$ cat config.mk
export PLATFORM = sky130hd
export DESIGN_NAME = toggle_arbiter
export DESIGN_NICKNAME = d
export VERILOG_FILES = /design/src/rtl/toggle_arbiter.sv
export SDC_FILE = /design/constraint.sdc
export NUM_CORES = 1
export LEC_CHECK = 0
export BUFFER_PORTS_ARGS = -buffer_cell sky130_fd_sc_hd__buf_2
export CAP_MARGIN = 20
export CORE_MARGIN = 2
export CORE_UTILIZATION = 50
export CTS_CLUSTER_SIZE = 30
export DETAILED_ROUTE_END_ITERATION = 10
export PLACE_DENSITY_LB_ADDON = 0.12
export SLEW_MARGIN = 20
export SYNTH_ARGS = -nofsm -noshare
export SYNTH_HDL_FRONTEND = slang
export SYNTH_SLANG_ARGS = --single-unit
export TNS_END_PERCENT = 1
$ cat constraint.sdc
create_clock -name clk -period 2.2 [get_ports clk]
set_input_delay 0.66 -clock clk [delete_from_list [all_inputs] [get_ports clk]]
set_output_delay 0.66 -clock clk [all_outputs]
set_load 0.005 [all_outputs]
$ cat src/rtl/toggle_arbiter.sv
// Round-robin arbiter: each grant commits one toggle of the requester's own bit in a shared bank.
// Define TOGGLE_ARB_STATS_EN to add the saturating commit counter port grant_cnt.
module toggle_arbiter #(
  parameter int unsigned N = 4
) (
  input  logic         clk,
  input  logic         rst,
  input  logic [N-1:0] req,
  output logic [N-1:0] gnt,
  output logic         done,
  output logic         busy,
  output logic [N-1:0] q,
  output logic [N-1:0] a
`ifdef TOGGLE_ARB_STATS_EN
  ,
  output logic [7:0]   grant_cnt
`endif
);

  localparam int unsigned PW = $clog2(N);
  localparam int unsigned CW = 8;

  typedef enum logic [1:0] {
    IDLE  = 2'd0,
    GRANT = 2'd1,
    WAIT  = 2'd2
  } state_t;

  state_t        state, state_d;
  logic [PW-1:0] ptr, ptr_d, pick;
  logic [N-1:0]  gnt_d, q_d, a_d;
  logic          done_d, busy_d;
`ifdef TOGGLE_ARB_STATS_EN
  logic [CW-1:0] cnt_d;
`endif

  // First set request bit at or above p, wrapping past N-1.
  function automatic logic [PW-1:0] rr_pick(input logic [N-1:0] r, input logic [PW-1:0] p);
    logic [PW-1:0] sel;
    logic          hit;
    int unsigned   cand;
    sel = p;
    hit = 1'b0;
    for (int unsigned i = 0; i < N; i++) begin
      cand = (32'(p) + i) % N;
      if (!hit && r[PW'(cand)]) begin
        sel = PW'(cand);
        hit = 1'b1;
      end
    end
    return sel;
  endfunction

  function automatic logic [PW-1:0] ptr_after(input logic [PW-1:0] k);
    return (k == PW'(N - 1)) ? '0 : k + PW'(1);
  endfunction

  // Next-state and next-output decode.
  always_comb begin
    state_d = state;
    ptr_d   = ptr;
    gnt_d   = gnt;
    q_d     = q;
    a_d     = a;
    done_d  = 1'b0;
`ifdef TOGGLE_ARB_STATS_EN
    cnt_d   = grant_cnt;
`endif
    pick    = rr_pick(req, ptr);

    case (state)
      IDLE: begin
        if (|req) begin
          gnt_d   = N'(1) << pick;
          ptr_d   = ptr_after(pick);
          state_d = GRANT;
        end
      end
      GRANT: begin
        // Mask form keeps a[k] tied to the pre-toggle q[k] regardless of ordering.
        q_d     = q ^ gnt;
        a_d     = (a & ~gnt) | (~q & gnt);
        done_d  = 1'b1;
        state_d = WAIT;
`ifdef TOGGLE_ARB_STATS_EN
        cnt_d   = (grant_cnt == 8'hFF) ? grant_cnt : grant_cnt + 8'd1;
`endif
      end
      WAIT: begin
        if ((req & gnt) == '0) begin
          gnt_d   = '0;
          state_d = IDLE;
        end
      end
      default: begin
        gnt_d   = '0;
        state_d = IDLE;
      end
    endcase

    busy_d = (state_d != IDLE);
  end

  // State and registered outputs; reset drops any pending commit.
  always_ff @(posedge clk) begin
    if (rst) begin
      state <= IDLE;
      ptr   <= '0;
      gnt   <= '0;
      q     <= '0;
      a     <= '0;
      done  <= 1'b0;
      busy  <= 1'b0;
`ifdef TOGGLE_ARB_STATS_EN
      grant_cnt <= '0;
`endif
    end else begin
      state <= state_d;
      ptr   <= ptr_d;
      gnt   <= gnt_d;
      q     <= q_d;
      a     <= a_d;
      done  <= done_d;
      busy  <= busy_d;
`ifdef TOGGLE_ARB_STATS_EN
      grant_cnt <= cnt_d;
`endif
    end
  end

endmodule

Yosys cells after proc, flatten, opt, wreduce, memory -nomap -nowiden:

Index checks and enable logic that the tools add are counted.

* add/sub/neg operators: 4
* multiply operators: 0
* div/mod/pow operators: 0
* magnitude comparators: 4
* equality and inequality tests: 5
* shift operators: 1
* muxes and demuxes: 22
* bitwise operators: 8
* reductions and logical operators: 12

Operators by type and width (number)
* $and 4x4->4: 3
* $lt 2x3->1 const B: 4
* $mux 2: 6
* $pmux 4 s3: 1
* $bmux 1 s2: 4
* $mux 1: 8
* $mux 4: 2
* $not 4->4: 2
* $pmux 2 s3: 1
* $add 2x1->2 const B: 2
* $add 2x2->2 const B: 2
* $eq 2x2->1 const B: 2
* $logic_not 4->1: 1
* $ne 2x2->1 const B: 2
* $or 4x4->4: 1
* $reduce_or 4->1: 1
* $shl 1x2->4 const A: 1
* $xor 4x4->4: 1
* $logic_and 1x1->1: 3
* $logic_not 1->1: 3
* $reduce_and 3->1: 1
* $eq 2x1->1 const B: 1
* $logic_not 2->1: 1
* $reduce_and 2->1: 1
* 2 further kinds: 2

* flip-flop bits (word level): 18
* bits in latches: 0
* memory bits (writable): 0
* bits in read-only memories: 0
* bits of input ports: 6
* output and inout port bits: 14
* word-level logic and storage cells: 63
* memories: 0

Depth between registers and ports, before layout:

* depth in word-level cells: 15
* depth in mapped cells: 7
* gate-level depth less buffers: 7

Worst setup path after synthesis:

No wires, ideal clock.

* kind: input-to-reg
* from: input port req[2]
* to: register ptr[1]
* setup time: 0.131 ns
* arrival: 1.676 ns
* required time: 2.069 ns
* path slack: 0.392 ns
* stages: 6
* buffers on the path: 0
* cell sequence: nor2b_1 -> a221o_1 -> o22a_1 -> ha_1 -> mux2i_1 -> nor2_1

* longest elaborated chain between the ends: 14
* elaborated cells on any way between the ends: 25
* classes of those cells: add/sub: 1; eq/ne: 1; mux: 15; reduce/logical: 8

RTL lines
* start, declared: RTL line 8 `input logic [N-1:0] req,`
* $bmux 1 s2: RTL line 46 `if (!hit && r[PW'(cand)]) begin`
* $mux 1 (not written as such): RTL line 46
* $mux 1: RTL line 46
* $logic_not 1->1: RTL line 46
* $logic_and 1x1->1: RTL line 46
* $mux 1: RTL line 46
* $logic_not 1->1: RTL line 46
* $logic_and 1x1->1: RTL line 46
* $mux 1: RTL line 46
* $logic_not 1->1: RTL line 46
* $logic_and 1x1->1: RTL line 46
* $mux 2: RTL line 46
* $add 2x1->2 or $eq 2x2->1 (tied branches): RTL line 55 `return (k == PW'(N - 1)) ? '0 : k + PW'(1);`
* $mux 2: RTL line 55
* end signal, assigned: RTL line 119 `ptr <= ptr_d;`
* end, declared: RTL line 30 `logic [PW-1:0] ptr, ptr_d, pick;`

Parallel ways exist; a longest one is shown, timed or not. The select of a mux whose other input is x is not followed.
A chain may end at the register's enable or synchronous reset.

Final worst setup path:

* from: input port req[1]
* to: register ptr[1]

The elaborated chain is that of the path after synthesis.

==> results.md <==
* FF+latch count, synth at 18
* Most common flop cell mapped by yosys: dfxtp_1
* Layout Nets at approximately 130
* Outcome: complete, no violations
* Post-DR wirelength/cell at about 11 um
* Max_slew headroom at between 70% and 80%
* Core footprint at roughly 1600 um2
* Port Buffers at 19
* Post-Place Cells at about 130
* Fmax at 0.586 GHz
* Worst r2r src: ptr[1]
* Clock sink count at 18
* CTS root buf: clkbuf_4
* Post-CTS Setup Bufs at 0
* Synth Net Count at approximately 110
* Met3 Use GR at under 10%
* Top Ports at 20
* Top area cells in the synthesized netlist: dfxtp_1 (42%), ha_1 (5.8%), a21oi_1 (5.2%), a21oi_2 (5.1%), nand2_1 (4.8%)
* Reg2Reg Depth at 6
* Post-CTS Resized at 0
* Worst min-delay path class: flop to flop
* Final hold violation count at 0
* Post-synth top cells: dfxtp_1 (18), nand2_1 (11), nor2_1 (11)
* Starting Density at between 50 and 60%
* Reg2reg end: ptr[1]
* Worst Max-Slew Pin Slew at between 0.3 and 0.4 ns
* Die Y-Extent at between 40 and 50 um
* Synth-to-Final Area Change at 15.5%
* H-tree depth at 1
* RSZ-0062 raised after global routing: false
* Share of layout cells above drive strength 1 at just over 30%
* Most common cell on crit path: nor2_1
* CP Class: input pin to flop
* Top cell type's share of synthesized area at approximately two fifths
* Slew Limit Fails at 0
* Most common cell in the synthesized netlist: dfxtp_1
* Worst Path Arrival at ~1.9 ns
* Total CTS buffers at 3
* Antenna Cells at 0
* Clock tree buffer depth at 2
* Clock slew seen by the registers of the worst setup and hold paths at about 0.090 ns
* Post-detail-place hpwl at between 1 and 1.5 mm
* Worst skew pair latency at between 0.2 and 0.3 ns
* Die ar. at 2060 um2
* Clock Skew at 0.000965 ns
* FP Rows at 14
* Dominant cell type by area after synthesis: dfxtp_1
* Largest net degree at the start of global routing at 19
* Setup slack, reg-to-reg at about 0.62 ns
* Biggest cell delay along the critical path at ~0.33 ns
* Maximum Capacitance Violations at 0
* Final setup violating endpoints at 0
* Post-Syn Instances at 96
* Async SR Flop Fraction at 0%
* Vias in the first global route at ~610
* Vias per cell at around 5.4
* Vias at roughly 710
* Tmin final at 1.71 ns
* Antenna Nets Post-Route at 0
* Met1 track demand over resource at roughly 22%
* Antenna violations before repair at 0
* CP Launch Type: input pin
* Leak at approximately 0.43 nW
* Routability cong. at 0.820
* GRT Util Overall at around 18%
* Hold path depth at 2
* DRC viols at 0
* Initial DRT Pass Iterations at 4
* Syn_area_per_cell at around 9 um2
* 1st-iter DRT viols at 10
* GRT Residual Overflow at 0
* Die Wd at around 45 um
* Max FO, Critical Path at 7
* Post-synth cell types at 29
* Post-Route WL at approximately 1.5 mm
* CP Capture Type: flop
* Syn Std Cell Area at about 860 um2
* Worst Path Required at about 2.4 ns
* Hold Buf Count CTS at 0
* First-pass GRT wire length at between 2 and 3 mm
* CTS tree: yes
* Post-route clock period utilization at ~78%
* GR Util met2 at a little over a quarter
* Max IR drop VDD at just over 500 uV
* PD cells at around 760 nW/um2
* Synth warnings at 0
* EDFF count, synth at 0
* Sequential area share after synthesis at a little over two fifths
* Critical path's slowest cell: a221o_1
* Setup Total Neg Slack at 0 ns
* Layout Cells excl Fill at 132
* Critical-path cell list: buf_2, nor2_1, a221o_1, o22a_1, ha_1, mux2i_1, nor2_1
* Fillers at roughly 150
* GRT busiest layer: met2
[worst max path at each step]
stage,from,end,slack [ns],cells past startpoint
floorplan,req[2],ptr[1],0.39,6
global placement,req[1],ptr[1],0.19,7
detailed placement,req[1],ptr[1],0.16,7
CTS,req[1],ptr[1],0.49,7
global route,req[2],ptr[1],0.43,7
finish,req[1],ptr[1],0.49,7
[cell usage in the layout, fill, tap and decap left out, types with 2 or more instances in the layout]
master    instances
or2_1             3
nand2_2           3
a22oi_1           2
nor2_1           11
dfxtp_1          18
nor2b_1           3
a21oi_2           5
nand2_1          11
a21oi_1           9
inv_1             4
ha_1              4
buf_2            19
o21ai_1           5
clkbuf_4          3
[critical path, delay by kind of cell]
family | cells | cell delay, ns
multiplexers | 1 | 0.13
adder cells (fa/ha/maj) | 1 | 0.27
AO/OA/AOI/OAI | 2 | 0.56
buffers and inverters | 1 | 0.16
AND/OR/NAND/NOR | 2 | 0.11
[stage by stage]
| stage | cell area, um2 | worst slack (ns) | hold WS (ns) | power (mW) | util, % |
|---|---|---|---|---|---|
| 3_3_place_gp | 955 | 0.194 | 0.440 | 0.562 | 61.2 |
| 4_1_cts | 991 | 0.494 | 0.460 | 0.765 | 63.6 |
| 2_1_floorplan | 858 | 0.392 | 0.453 | 0.516 | - |
| 3_5_place_dp | 955 | 0.164 | 0.446 | 0.565 | 61.2 |
| 6_report | 991 | 0.492 | 0.455 | 0.753 | 63.6 |
| 5_1_grt | 991 | 0.429 | 0.487 | 0.815 | 63.6 |
[layout make-up]
| cell class | instances | area [um2] | share of cell area (%) |
|---|---|---|---|
| Clock buffer | 4 | 36.3 | 3.66 |
| Inverter | 4 | 15.0 | 1.52 |
| Multi-Input combinational cell | 71 | 464 | 46.8 |
| Sequential cell | 18 | 360 | 36.4 |
| Tap cell | 16 | 20.0 | 2.02 |
| Timing Repair Buffer | 19 | 95.1 | 9.60 |
[report_power, final]
group / switching [mW] / internal [mW] / total (mW)
clock network: 0.0970 / 0.101 / 0.198
logic: 0.0905 / 0.0760 / 0.166
registers: 0.0327 / 0.356 / 0.389
[kinds of logic after synthesis]
group	Yosys count	synth area share [%]
AO/OA/AOI/OAI	28	22.4
XOR/XNOR	1	1.02
adder cells (fa/ha/maj)	4	5.83
buffers and inverters	7	3.94
flip-flops	18	42.0
multiplexers	1	1.17
AND/OR/NAND/NOR	37	23.6
[routing by layer]
layer,share of wire [%],vias to the layer above
li1,-,372
met1,45,320
met2,48,16
met3,4.8,4
met4,2.0,0
met5,0,-
Note: power is estimated with default switching activity, not from simulation.
